## src/rtl/spi_master_ctrl_if.sv

```systemverilog
// Request/status and strobe bundle between a requester and the SPI sequencer.
// The sequencer takes the slave modport; the requester takes the master modport.
interface spi_master_ctrl_if;
  logic Start;
  logic Busy;
  logic Done;
  logic IsLoad;
  logic SftEn;
  logic SckWr;
  logic SckRd;
  logic Sck;
  logic CsN;

  modport master (
    output Start,
    input  Busy, Done, IsLoad, SftEn, SckWr, SckRd, Sck, CsN
  );

  modport slave (
    input  Start,
    output Busy, Done, IsLoad, SftEn, SckWr, SckRd, Sck, CsN
  );
endinterface

```

## src/rtl/spi_master_ctrl.sv

```systemverilog
// SPI mode-0 sequencer: chip select, divided SCK and per-edge strobes for a shift register.
// All outputs are registered and decoded from next state, so they line up with the state they describe.
module spi_master_ctrl #(
  parameter int SPI_LEN = 8,
  parameter int CLK_DIV = 4
) (
  input  logic             Clk,
  input  logic             Rst,
  spi_master_ctrl_if.slave bus
);

  localparam int HW = $clog2(CLK_DIV) + 1;
  localparam int EW = $clog2(2 * SPI_LEN) + 1;
  localparam logic [HW-1:0] H_LAST = HW'(CLK_DIV - 1);
  localparam logic [EW-1:0] E_LAST = EW'(2 * SPI_LEN - 1);

  typedef enum logic [2:0] {
    IDLE = 3'd0,
    LOAD = 3'd1,
    LEAD = 3'd2,
    XFER = 3'd3,
    DONE = 3'd4
  } state_e;

  state_e        state_q, state_d;
  logic [HW-1:0] hcnt_q, hcnt_d;
  logic [EW-1:0] ecnt_q, ecnt_d;

  logic busy_q, busy_d;
  logic done_q, done_d;
  logic load_q, load_d;
  logic sften_q, sften_d;
  logic sckwr_q, sckwr_d;
  logic sckrd_q, sckrd_d;
  logic sck_q, sck_d;
  logic csn_q, csn_d;

  // State and counter register
  always_ff @(posedge Clk) begin
    if (Rst) begin
      state_q <= IDLE;
      hcnt_q  <= '0;
      ecnt_q  <= '0;
    end else begin
      state_q <= state_d;
      hcnt_q  <= hcnt_d;
      ecnt_q  <= ecnt_d;
    end
  end

  // Next state: hcnt paces each half period, ecnt counts SCK edges within XFER
  always_comb begin
    state_d = state_q;
    hcnt_d  = hcnt_q;
    ecnt_d  = ecnt_q;
    case (state_q)
      IDLE: begin
        hcnt_d = '0;
        ecnt_d = '0;
        if (bus.Start) begin
          state_d = LOAD;
        end
      end
      LOAD: begin
        hcnt_d  = '0;
        state_d = LEAD;
      end
      LEAD: begin
        if (hcnt_q == H_LAST) begin
          hcnt_d  = '0;
          ecnt_d  = '0;
          state_d = XFER;
        end else begin
          hcnt_d = hcnt_q + HW'(1);
        end
      end
      XFER: begin
        if (hcnt_q == H_LAST) begin
          hcnt_d = '0;
          if (ecnt_q == E_LAST) begin
            ecnt_d  = '0;
            state_d = DONE;
          end else begin
            ecnt_d = ecnt_q + EW'(1);
          end
        end else begin
          hcnt_d = hcnt_q + HW'(1);
        end
      end
      DONE: begin
        hcnt_d  = '0;
        ecnt_d  = '0;
        state_d = IDLE;
      end
      default: begin
        hcnt_d  = '0;
        ecnt_d  = '0;
        state_d = IDLE;
      end
    endcase
  end

  // Outputs decoded from the next state; even edge index = SCK high phase
  always_comb begin
    busy_d  = (state_d != IDLE);
    done_d  = (state_d == DONE);
    load_d  = (state_d == LOAD);
    sften_d = 1'b0;
    sckwr_d = 1'b0;
    sckrd_d = 1'b0;
    sck_d   = 1'b0;
    csn_d   = 1'b1;
    case (state_d)
      LOAD, LEAD: begin
        csn_d = 1'b0;
      end
      XFER: begin
        csn_d   = 1'b0;
        sften_d = 1'b1;
        sck_d   = ~ecnt_d[0];
        sckrd_d = ~ecnt_d[0] && (hcnt_d == '0);
        // The last falling edge is CS hold only, nothing left to shift out
        sckwr_d = ecnt_d[0] && (hcnt_d == '0) && (ecnt_d != E_LAST);
      end
      default: begin
        csn_d = 1'b1;
      end
    endcase
  end

  always_ff @(posedge Clk) begin
    if (Rst) begin
      busy_q  <= 1'b0;
      done_q  <= 1'b0;
      load_q  <= 1'b0;
      sften_q <= 1'b0;
      sckwr_q <= 1'b0;
      sckrd_q <= 1'b0;
      sck_q   <= 1'b0;
      csn_q   <= 1'b1;
    end else begin
      busy_q  <= busy_d;
      done_q  <= done_d;
      load_q  <= load_d;
      sften_q <= sften_d;
      sckwr_q <= sckwr_d;
      sckrd_q <= sckrd_d;
      sck_q   <= sck_d;
      csn_q   <= csn_d;
    end
  end

  assign bus.Busy   = busy_q;
  assign bus.Done   = done_q;
  assign bus.IsLoad = load_q;
  assign bus.SftEn  = sften_q;
  assign bus.SckWr  = sckwr_q;
  assign bus.SckRd  = sckrd_q;
  assign bus.Sck    = sck_q;
  assign bus.CsN    = csn_q;

  a_strobe_excl: assert property (@(posedge Clk) !(sckwr_q && sckrd_q));
  a_load_excl:   assert property (@(posedge Clk) !(load_q && sften_q));

endmodule

```

## src/flat_wrapper.sv

```systemverilog
// flat-port wrapper written by rule: the top's interface ports become plain ports
module spi_master_ctrl_flat 
#(
  parameter int SPI_LEN = 8,
  parameter int CLK_DIV = 4
)
  (Clk, Rst, bus_Start, bus_Busy, bus_Done, bus_IsLoad, bus_SftEn, bus_SckWr, bus_SckRd, bus_Sck, bus_CsN);
  spi_master_ctrl_if bus_i ();
  input  logic Clk;
  input  logic Rst;
  input wire logic [$bits(bus_i.Start)-1:0] bus_Start;
  output wire logic [$bits(bus_i.Busy)-1:0] bus_Busy;
  output wire logic [$bits(bus_i.Done)-1:0] bus_Done;
  output wire logic [$bits(bus_i.IsLoad)-1:0] bus_IsLoad;
  output wire logic [$bits(bus_i.SftEn)-1:0] bus_SftEn;
  output wire logic [$bits(bus_i.SckWr)-1:0] bus_SckWr;
  output wire logic [$bits(bus_i.SckRd)-1:0] bus_SckRd;
  output wire logic [$bits(bus_i.Sck)-1:0] bus_Sck;
  output wire logic [$bits(bus_i.CsN)-1:0] bus_CsN;
  assign bus_i.Start = bus_Start;
  assign bus_Busy = bus_i.Busy;
  assign bus_Done = bus_i.Done;
  assign bus_IsLoad = bus_i.IsLoad;
  assign bus_SftEn = bus_i.SftEn;
  assign bus_SckWr = bus_i.SckWr;
  assign bus_SckRd = bus_i.SckRd;
  assign bus_Sck = bus_i.Sck;
  assign bus_CsN = bus_i.CsN;
  spi_master_ctrl #(.SPI_LEN(SPI_LEN), .CLK_DIV(CLK_DIV)) u_core (.Clk(Clk), .Rst(Rst), .bus(bus_i));
endmodule
```

## config.mk

```make
export PLATFORM = sky130hd
export DESIGN_NAME = spi_master_ctrl_flat
export DESIGN_NICKNAME = d
export VERILOG_FILES = /design/src/rtl/spi_master_ctrl_if.sv /design/src/rtl/spi_master_ctrl.sv /design/src/flat_wrapper.sv
export SDC_FILE = /design/constraint.sdc
export NUM_CORES = 1
export LEC_CHECK = 0
export ABC_AREA = 1
export CORE_MARGIN = 2
export CORE_UTILIZATION = 59
export CTS_BUF_LIST = sky130_fd_sc_hd__clkbuf_2
export DETAILED_ROUTE_END_ITERATION = 8
export PLACE_DENSITY = 0.88
export SLEW_MARGIN = 20
export SYNTH_ARGS = -nofsm -noshare
export SYNTH_HDL_FRONTEND = slang
export SYNTH_SLANG_ARGS = --single-unit
```

## constraint.sdc

```tcl
create_clock -name Clk -period 3.5 [get_ports Clk]
set_input_delay 0.875 -clock Clk [delete_from_list [all_inputs] [get_ports Clk]]
set_output_delay 0.875 -clock Clk [all_outputs]
set_load 0.02 [all_outputs]
```

-- After elaboration in Yosys (flattened, before gate mapping)
Index checks and enable logic that the tools add are counted.
- register bits after elaboration: 19
- input port bits: 3
- output and inout port bits: 8
- word-level logic and storage cells: 47
- $add $sub $neg: 2
- equality and inequality tests: 10
- multiplexer cells: 13
- bitwise operators: 2
- reduce and logical (&&, ||, !) cells: 9
- operators with widths (cell ; number):
    two-way mux 3 bit ; 6
    equality test 3 x 2 -> 1 bit (second input constant) ; 5
    two-way mux 5 bit ; 3
    one-hot mux 5 bit (3 select lines) ; 1
    one-hot mux 3 bit (4 select lines) ; 1
    equality test 3 x 1 -> 1 bit (second input constant) ; 2
    zero test 3 bit ; 2
    adder 5 x 1 -> 5 bit (second input constant) ; 1
    equality test 5 x 4 -> 1 bit (second input constant) ; 1
    inequality test 5 x 4 -> 1 bit (second input constant) ; 1
    OR reduction 2 bit ; 2
    adder 3 x 1 -> 3 bit (second input constant) ; 1
    equality test 3 bit (second input constant) ; 1
    logical AND 1 bit ; 3
    nonzero test 3 bit ; 1
    OR reduction 3 bit ; 1
    two-way mux 1 bit ; 2
    inverter 1 bit ; 2

-- Longest topological paths before layout
Gate-level depths: netlist of run 1.
- depth after elaboration: 7
- depth in mapped cells: 11
- mapped depth without buffers: 11

-- Worst setup path after synthesis of run 1
OpenSTA, ideal clock, no wires.
- path kind: reg2reg
- start point: reg u_core.hcnt_q[0]
- end point: reg u_core.sckwr_q, in the netlist u_core.bus.SckWr
- setup time: 0.109 ns
- data arrival time: 1.215 ns
- required time: 3.391 ns
- path slack: 2.176 ns
- stages on the path, launching flop included: 11
- buffers on the path: 0
- clock period less this slack: 1.324 ns
- cells stage by stage: dfxtp_1 > ha_1 > nand2_1 > nor2_1 > nand2_1 > nand2_1 > nand2_1 > nor2_1 > nand2_1 > nand2_1 > inv_1
- longest elaborated chain between the ends: 6
- elaborated cells between the ends (all ways): 17
- those cells by class: add/sub (1); eq/ne (3); mux (8); bitwise (1); reduce/logical (4)
- RTL lines (element ; line ; text):
    from (decl) ; spi_master_ctrl.sv:26 ; logic [HW-1:0] hcnt_q, hcnt_d;
    from (signal assigned) ; spi_master_ctrl.sv:46 ; hcnt_q <= hcnt_d;
    adder 3 x 1 -> 3 bit or equality test 3 x 2 -> 1 bit (tied branches) ; -- ;
    two-way mux 3 bit (on tied branches) ; spi_master_ctrl.sv:69, spi_master_ctrl.sv:78 ;
    two-way mux 3 bit or one-hot mux 3 bit (4 select lines) (tied branches) ; -- ;
    zero test 3 bit or equality test 3 x 2 -> 1 bit (tied branches) ; spi_master_ctrl.sv:123, spi_master_ctrl.sv:113 ;
    logical AND 1 bit or inverter 1 bit (tied branches) ; -- ;
    logical AND 1 bit or OR reduction 2 bit (tied branches) ; -- ;
    to (signal assigned) ; spi_master_ctrl.sv:146 ; sckwr_q <= sckwr_d;
    to (decl) ; spi_master_ctrl.sv:33 ; logic sckwr_q, sckwr_d;
Several ways; a longest one is shown, not always the timed one.
A chain may end at the register's enable or synchronous reset.

-- Worst setup path after layout of run 1
- start point: reg u_core.sck_q, in the netlist u_core.bus.Sck
- end point: out bus_Sck
- RTL lines (element ; line ; text):
    from (decl) ; spi_master_ctrl.sv:35 ; logic sck_q, sck_d;
    from (signal assigned) ; spi_master_ctrl.sv:148 ; sck_q <= sck_d;
    to (decl) ; flat_wrapper.sv:18 ; output wire logic [$bits(bus_i.Sck)-1:0] bus_Sck;
No word-level cell between the ends.

==> flow_metrics.tcl, run 1 <==
set metrics [dict create \
    cp_max_fo 1 \
    htreeDepth 1 \
    cts_tree "built" \
    drt_wl_total_um 1410 \
    vias 698 \
    path_buf_inv 1 \
    hold_path.class "flop to flop" \
    cp_top_family "buffers and inverters" \
    clkTransAtPathRegs_ps 180 \
    drive_gt1_frac 0.0703 \
    cap_violations 0 \
    dieArea_um2 1680 \
    max_slew_margin 0.663 \
    worstPathCellList "clkdlybuf4s50_1" \
    cts_hold_buf 0 \
    first_pass_iters 4 \
    chipWidth_um 41.0 \
    tightestPinTransition_ps 504 \
    final_common_cell "nand2_1" \
    clkSinkCount 19 \
    setup_viol 0 \
    clk_latency_ps 300 \
    mostFrequentLayoutCells "35 x nand2_1, 19 x nor2_1, 19 x dfxtp_1, 14 x inv_1, 10 x clkdlybuf4s50_1" \
    clock_path_buffers 2 \
    wl_met1_um 661 \
    syn_area_per_cell_um2 7.02 \
    rsz0062_at_grt "no" \
    core_um2 1280 \
    slew_viol_final 0 \
    period_minus_slack_ps 2120 \
    p_total_uw 369 \
    synth_nets 120 \
    wl_met3_um 47 \
    wl_per_cell_um 9.86 \
    grt_max_degree 16 \
    synth_top_cell_by_area "dfxtp_1" \
    cts_resized 0 \
    power_density_nw_per_um2 392 \
    antenna_left 0 \
    worstPathArrival_ps 1240 \
    numCtsBuffers 3 \
    top_layer_used "met4" \
    grt_pass1_vias 519 \
    critPathSlowestCell "clkdlybuf4s50_1" \
    start_util 0.628 \
    hold_viol 0 \
    max_freq_ghz 0.473 \
    synthTopCellsByArea "dfxtp_1 47%, nand2_1 16%, nor2_1 8.8%" \
    clock_skew_ps 9.29 \
    fp.dieH_um 41.0 \
    dp_hpwl_um 1110 \
    ys_ff_latch 19 \
    worstPathRequired_ps 2620 \
    boundaryPins 11 \
    ys_seq_area_frac 0.471 \
    synthDistinctLibCells 16 \
    crit_type "flop to output pin" \
    num-nets-final 134 \
    place_area_um2 922 \
    core.rowCount 13 \
    ys_warn_count 0 \
    status "finished clean" \
    post-cts-setup-buffer-count 0 \
    antenna_found_initial 0 \
    ir_drop_mv 0.246 \
    slowest_delay_ps 590 \
    synth_cells 115 \
    dr_wl_met2_um 677 \
    layout-area-overhead-vs-synth_pct 16.7 \
    final_cell_area_um2 942 \
    leakage_uw 0.000464 \
    grt_pass1_wl_um 2070 \
    diodes 0 \
    grt_usage 0.194 \
    drc 0 \
    viasPerCell 4.88 \
    gp_congestion 0.871 \
    critPathLaunchType "flop" \
    end_kind "output pin" \
    period_share 0.605 \
    fillers 110 \
    cts_root_buffer "clkbuf_2" \
    multiInputGateArea_um2 370 \
    synth_area_um2 807 \
    overflow 0 \
    yosysTopAreaCellShare 0.471 \
    drt_iter0_drc 18 \
    port_buffers 10 \
    finalSetupTns_ps 0 \
    whs_ps 480 \
    seq_area_um2 380 \
]
per-stage QoR:
step | util | setup WS [ps] | std cells
2_1_floorplan | - | 2180 | 115
3_3_place_gp | 0.718 | 1360 | 139
5_1_grt | 0.733 | 1310 | 143
6_report | 0.733 | 1380 | 143
4_1_cts | 0.733 | 1380 | 143
3_5_place_dp | 0.718 | 1330 | 139
registers in the layout, indices dropped and copies added, names as in the netlist:
register	flops
u_core.bus.Sck	1
u_core.bus.IsLoad	1
u_core.state_q	3
u_core.bus.SckRd	1
u_core.bus.SckWr	1
u_core.bus.Busy	1
u_core.bus.CsN	1
u_core.ecnt_q	5
u_core.hcnt_q	3
u_core.bus.Done	1
u_core.bus.SftEn	1
final timing paths:
path	from	end	slack, ps	depth (start not counted)
max	u_core.bus.Sck$_SDFF_PP0_	bus_Sck	1380	1
min	u_core.hcnt_q[0]$_SDFF_PP0_	u_core.hcnt_q[0]$_SDFF_PP0_	480	1
min reg2reg	u_core.hcnt_q[0]$_SDFF_PP0_	u_core.hcnt_q[0]$_SDFF_PP0_	480	1
max reg2reg	u_core.hcnt_q[0]$_SDFF_PP0_	u_core.bus.SckWr$_SDFF_PP0_	1960	10
synth_stat cells, drive strengths merged:
cell / number
a21oi: 4
a31oi: 1
clkbuf: 1
dfxtp: 19
ha: 2
inv: 14
nand2: 37
nand3: 9
nand4: 2
nor2: 20
nor3: 1
o21ai: 4
or2: 1
power breakdown:
part / switching [uW] / internal (uW)
Clock: 64.4 / 25.9
Sequential: 4.73 / 224
Combinational: 30.1 / 19.8
metal layers:
metal	vias to the layer above	global-route usage
li1	386	-
met1	297	0.236
met2	10	0.313
met3	5	0.0489
met4	0	0.100
met5	-	0
cell families after synthesis:
group,Yosys count,share of synthesized area
AND/OR/NAND/NOR,70,0.366
flip-flops,19,0.471
buffers and inverters,15,0.0698
AO/OA/AOI/OAI,9,0.0620
adder cells (fa/ha/maj),2,0.0310
cell type report:
class | count | area share
Clock buffer | 3 | 0.0159
Multi-Input combinational cell | 81 | 0.393
Clock inverter | 1 | 0.00531
Timing Repair Buffer | 10 | 0.106
Inverter | 14 | 0.0558
Sequential cell | 19 | 0.404
Tap cell | 15 | 0.0199
Note: power is estimated with default switching activity, not from simulation.
==> run 2: changes to the inputs <==
- CORE_UTILIZATION: 59 -> 49
- PLACE_DENSITY: 0.88 -> 0.78
- clock period: 3.5 -> 1.8 ns (I/O delays scaled with it)
==> run 2 against run 1 <==
  * Combinational power up 99%
  * Highest routed layer unchanged
  * Final area up 0.93%
  * Sequential power up 94%
  * Critical path depth unchanged
  * Routed wire length up 2.0%
  * Final cell count up 1.4%
==> flow_metrics.tcl, run 2 (synthesis gave the netlist of run 1 again) <==
set metrics [dict create \
    num-nets-final 135 \
    postLayoutCoreUtil 0.624 \
    vias 716 \
    grt_pass1_vias 570 \
    cap_violations 0 \
    hold-path-cell-count 1 \
    grt_usage 0.172 \
    gp_congestion 0.910 \
    max_freq_ghz 0.586 \
    final_common_cell "nand2_1" \
    numCtsBuffers 3 \
    clkTransAtPathRegs_ps 170 \
    htreeDepth 1 \
    overflow 0 \
    cts_hold_buf 0 \
    reg2reg_from "u_core.ecnt_q[0]$_SDFF_PP0_" \
    critPathLaunchType "flop" \
    hold_path.class "flop to flop" \
    dieArea_um2 1990 \
    worstPathRequired_ps 1350 \
    antenna_left 0 \
    top_register "u_core.ecnt_q" \
    clock_skew_ps 1.31 \
    cts_resized 0 \
    start_util 0.530 \
    crit_type "flop to output pin" \
    min_from "u_core.hcnt_q[0]$_SDFF_PP0_" \
    boundaryPins 11 \
    chipWidth_um 44.6 \
    power_density_nw_per_um2 764 \
    largestRegisters "u_core.ecnt_q (5), u_core.hcnt_q (3), u_core.state_q (3)" \
    hold_viol 0 \
    min_to "u_core.hcnt_q[0]$_SDFF_PP0_" \
    ir_drop_mv 0.403 \
    slew_viol_final 0 \
    period_share 0.948 \
    grt_pass1_wl_um 2390 \
    clk_latency_ps 320 \
    drt_wl_total_um 1440 \
    rsz0062_at_grt "no" \
    r2r_setup_slack_ps 270 \
    drc 0 \
    post-cts-setup-buffer-count 0 \
    viasPerCell 4.94 \
    mostFrequentLayoutCells "35 x nand2_1, 19 x nor2_1, 19 x dfxtp_1, 14 x inv_1, 10 x clkdlybuf4s50_1" \
    core.rowCount 14 \
    fillers 131 \
    grt_max_degree 12 \
    cp_num_cells 1 \
    diodes 0 \
    fp.dieH_um 44.6 \
    drive_gt1_frac 0.0775 \
    period_minus_slack_ps 1710 \
    finalSetupTns_ps 0 \
    clock_path_buffers 2 \
    cts_tree "built" \
    wl_per_cell_um 9.92 \
    clkSinkCount 19 \
    drt_iter0_drc 18 \
    path_buf_inv 1 \
    slowest_delay_ps 590 \
    critPathSlowestCell "clkdlybuf4s50_1" \
    worstPathArrival_ps 1260 \
    core_um2 1520 \
    worstPathCellList "clkdlybuf4s50_1" \
    end_kind "output pin" \
    dp_hpwl_um 1070 \
    port_buffers 10 \
    first_pass_iters 4 \
    largest_reg_flops 5 \
    reg2regPathDepth 8 \
    cts_root_buffer "clkbuf_2" \
    setup_viol 0 \
    leakage_uw 0.000468 \
    r2r-end "u_core.bus.SckWr$_SDFF_PP0_" \
    status "finished clean" \
    max_slew_margin 0.835 \
    antenna_found_initial 0 \
    cp_top_family "buffers and inverters" \
    cp_max_fo 1 \
    layout-area-overhead-vs-synth_pct 17.8 \
    tightestPinTransition_ps 246 \
]
## run 2: cell count changes in the layout (fill, tap and decap cells not counted), sizes merged
| cell | before | now |
|---|---|---|
| buf | 0 | 1 |
## run 2: layout make-up
type                    count  area (um^2)  share of cell area
clock buffers               3         15.0              0.0158
flip-flops and latches     19          380               0.400
multi-input cells          81          370               0.389
clock inverters             1         5.00             0.00526
repair buffers             11          108               0.113
well taps                  16         20.0              0.0211
inverters                  14         52.6              0.0553
## run 2: power breakdown
group	internal, uW	switching (uW)
combinational	40.0	59.4
sequential	436	9.71
clock	50.3	131
## run 2: layer usage
metal  vias to the layer above  share of wire  global-route usage
li1                        388              -                   -
met1                       303           0.50               0.218
met2                        20           0.42               0.246
met3                         5          0.054              0.0490
met4                         0          0.031               0.127
met5                         -              0                   0
## run 2: worst max-delay path by stage
stage,start,endpoint,slack (ps)
after floorplan,u_core.hcnt_q[0]$_SDFF_PP0_,u_core.bus.SckWr$_SDFF_PP0_,480
final,u_core.bus.SftEn$_SDFF_PP0_,bus_SftEn,90
after global routing,u_core.bus.Sck$_SDFF_PP0_,bus_Sck,20
after detailed placement,Rst,u_core.bus.SckWr$_SDFF_PP0_,300
after global placement,Rst,u_core.bus.SckWr$_SDFF_PP0_,320
after CTS,u_core.bus.SftEn$_SDFF_PP0_,bus_SftEn,80
## run 2: metrics by stage
stage               instances  setup WS (ps)  hold WS (ps)  total power, uW  cell area, um^2
finish                    145           93.6           482              726              951
global route              145           16.5           502              762              951
CTS                       145           76.3           485              731              951
detailed placement        141            298           457              553              931
global placement          141            320           439              552              931
floorplan                 115            476           427              516              807
==> run 3: changes to the inputs <==
- TNS_END_PERCENT: not set -> 20
==> results of run 3 <==
Final layout, timing and power as in run 2 (identical DEF).
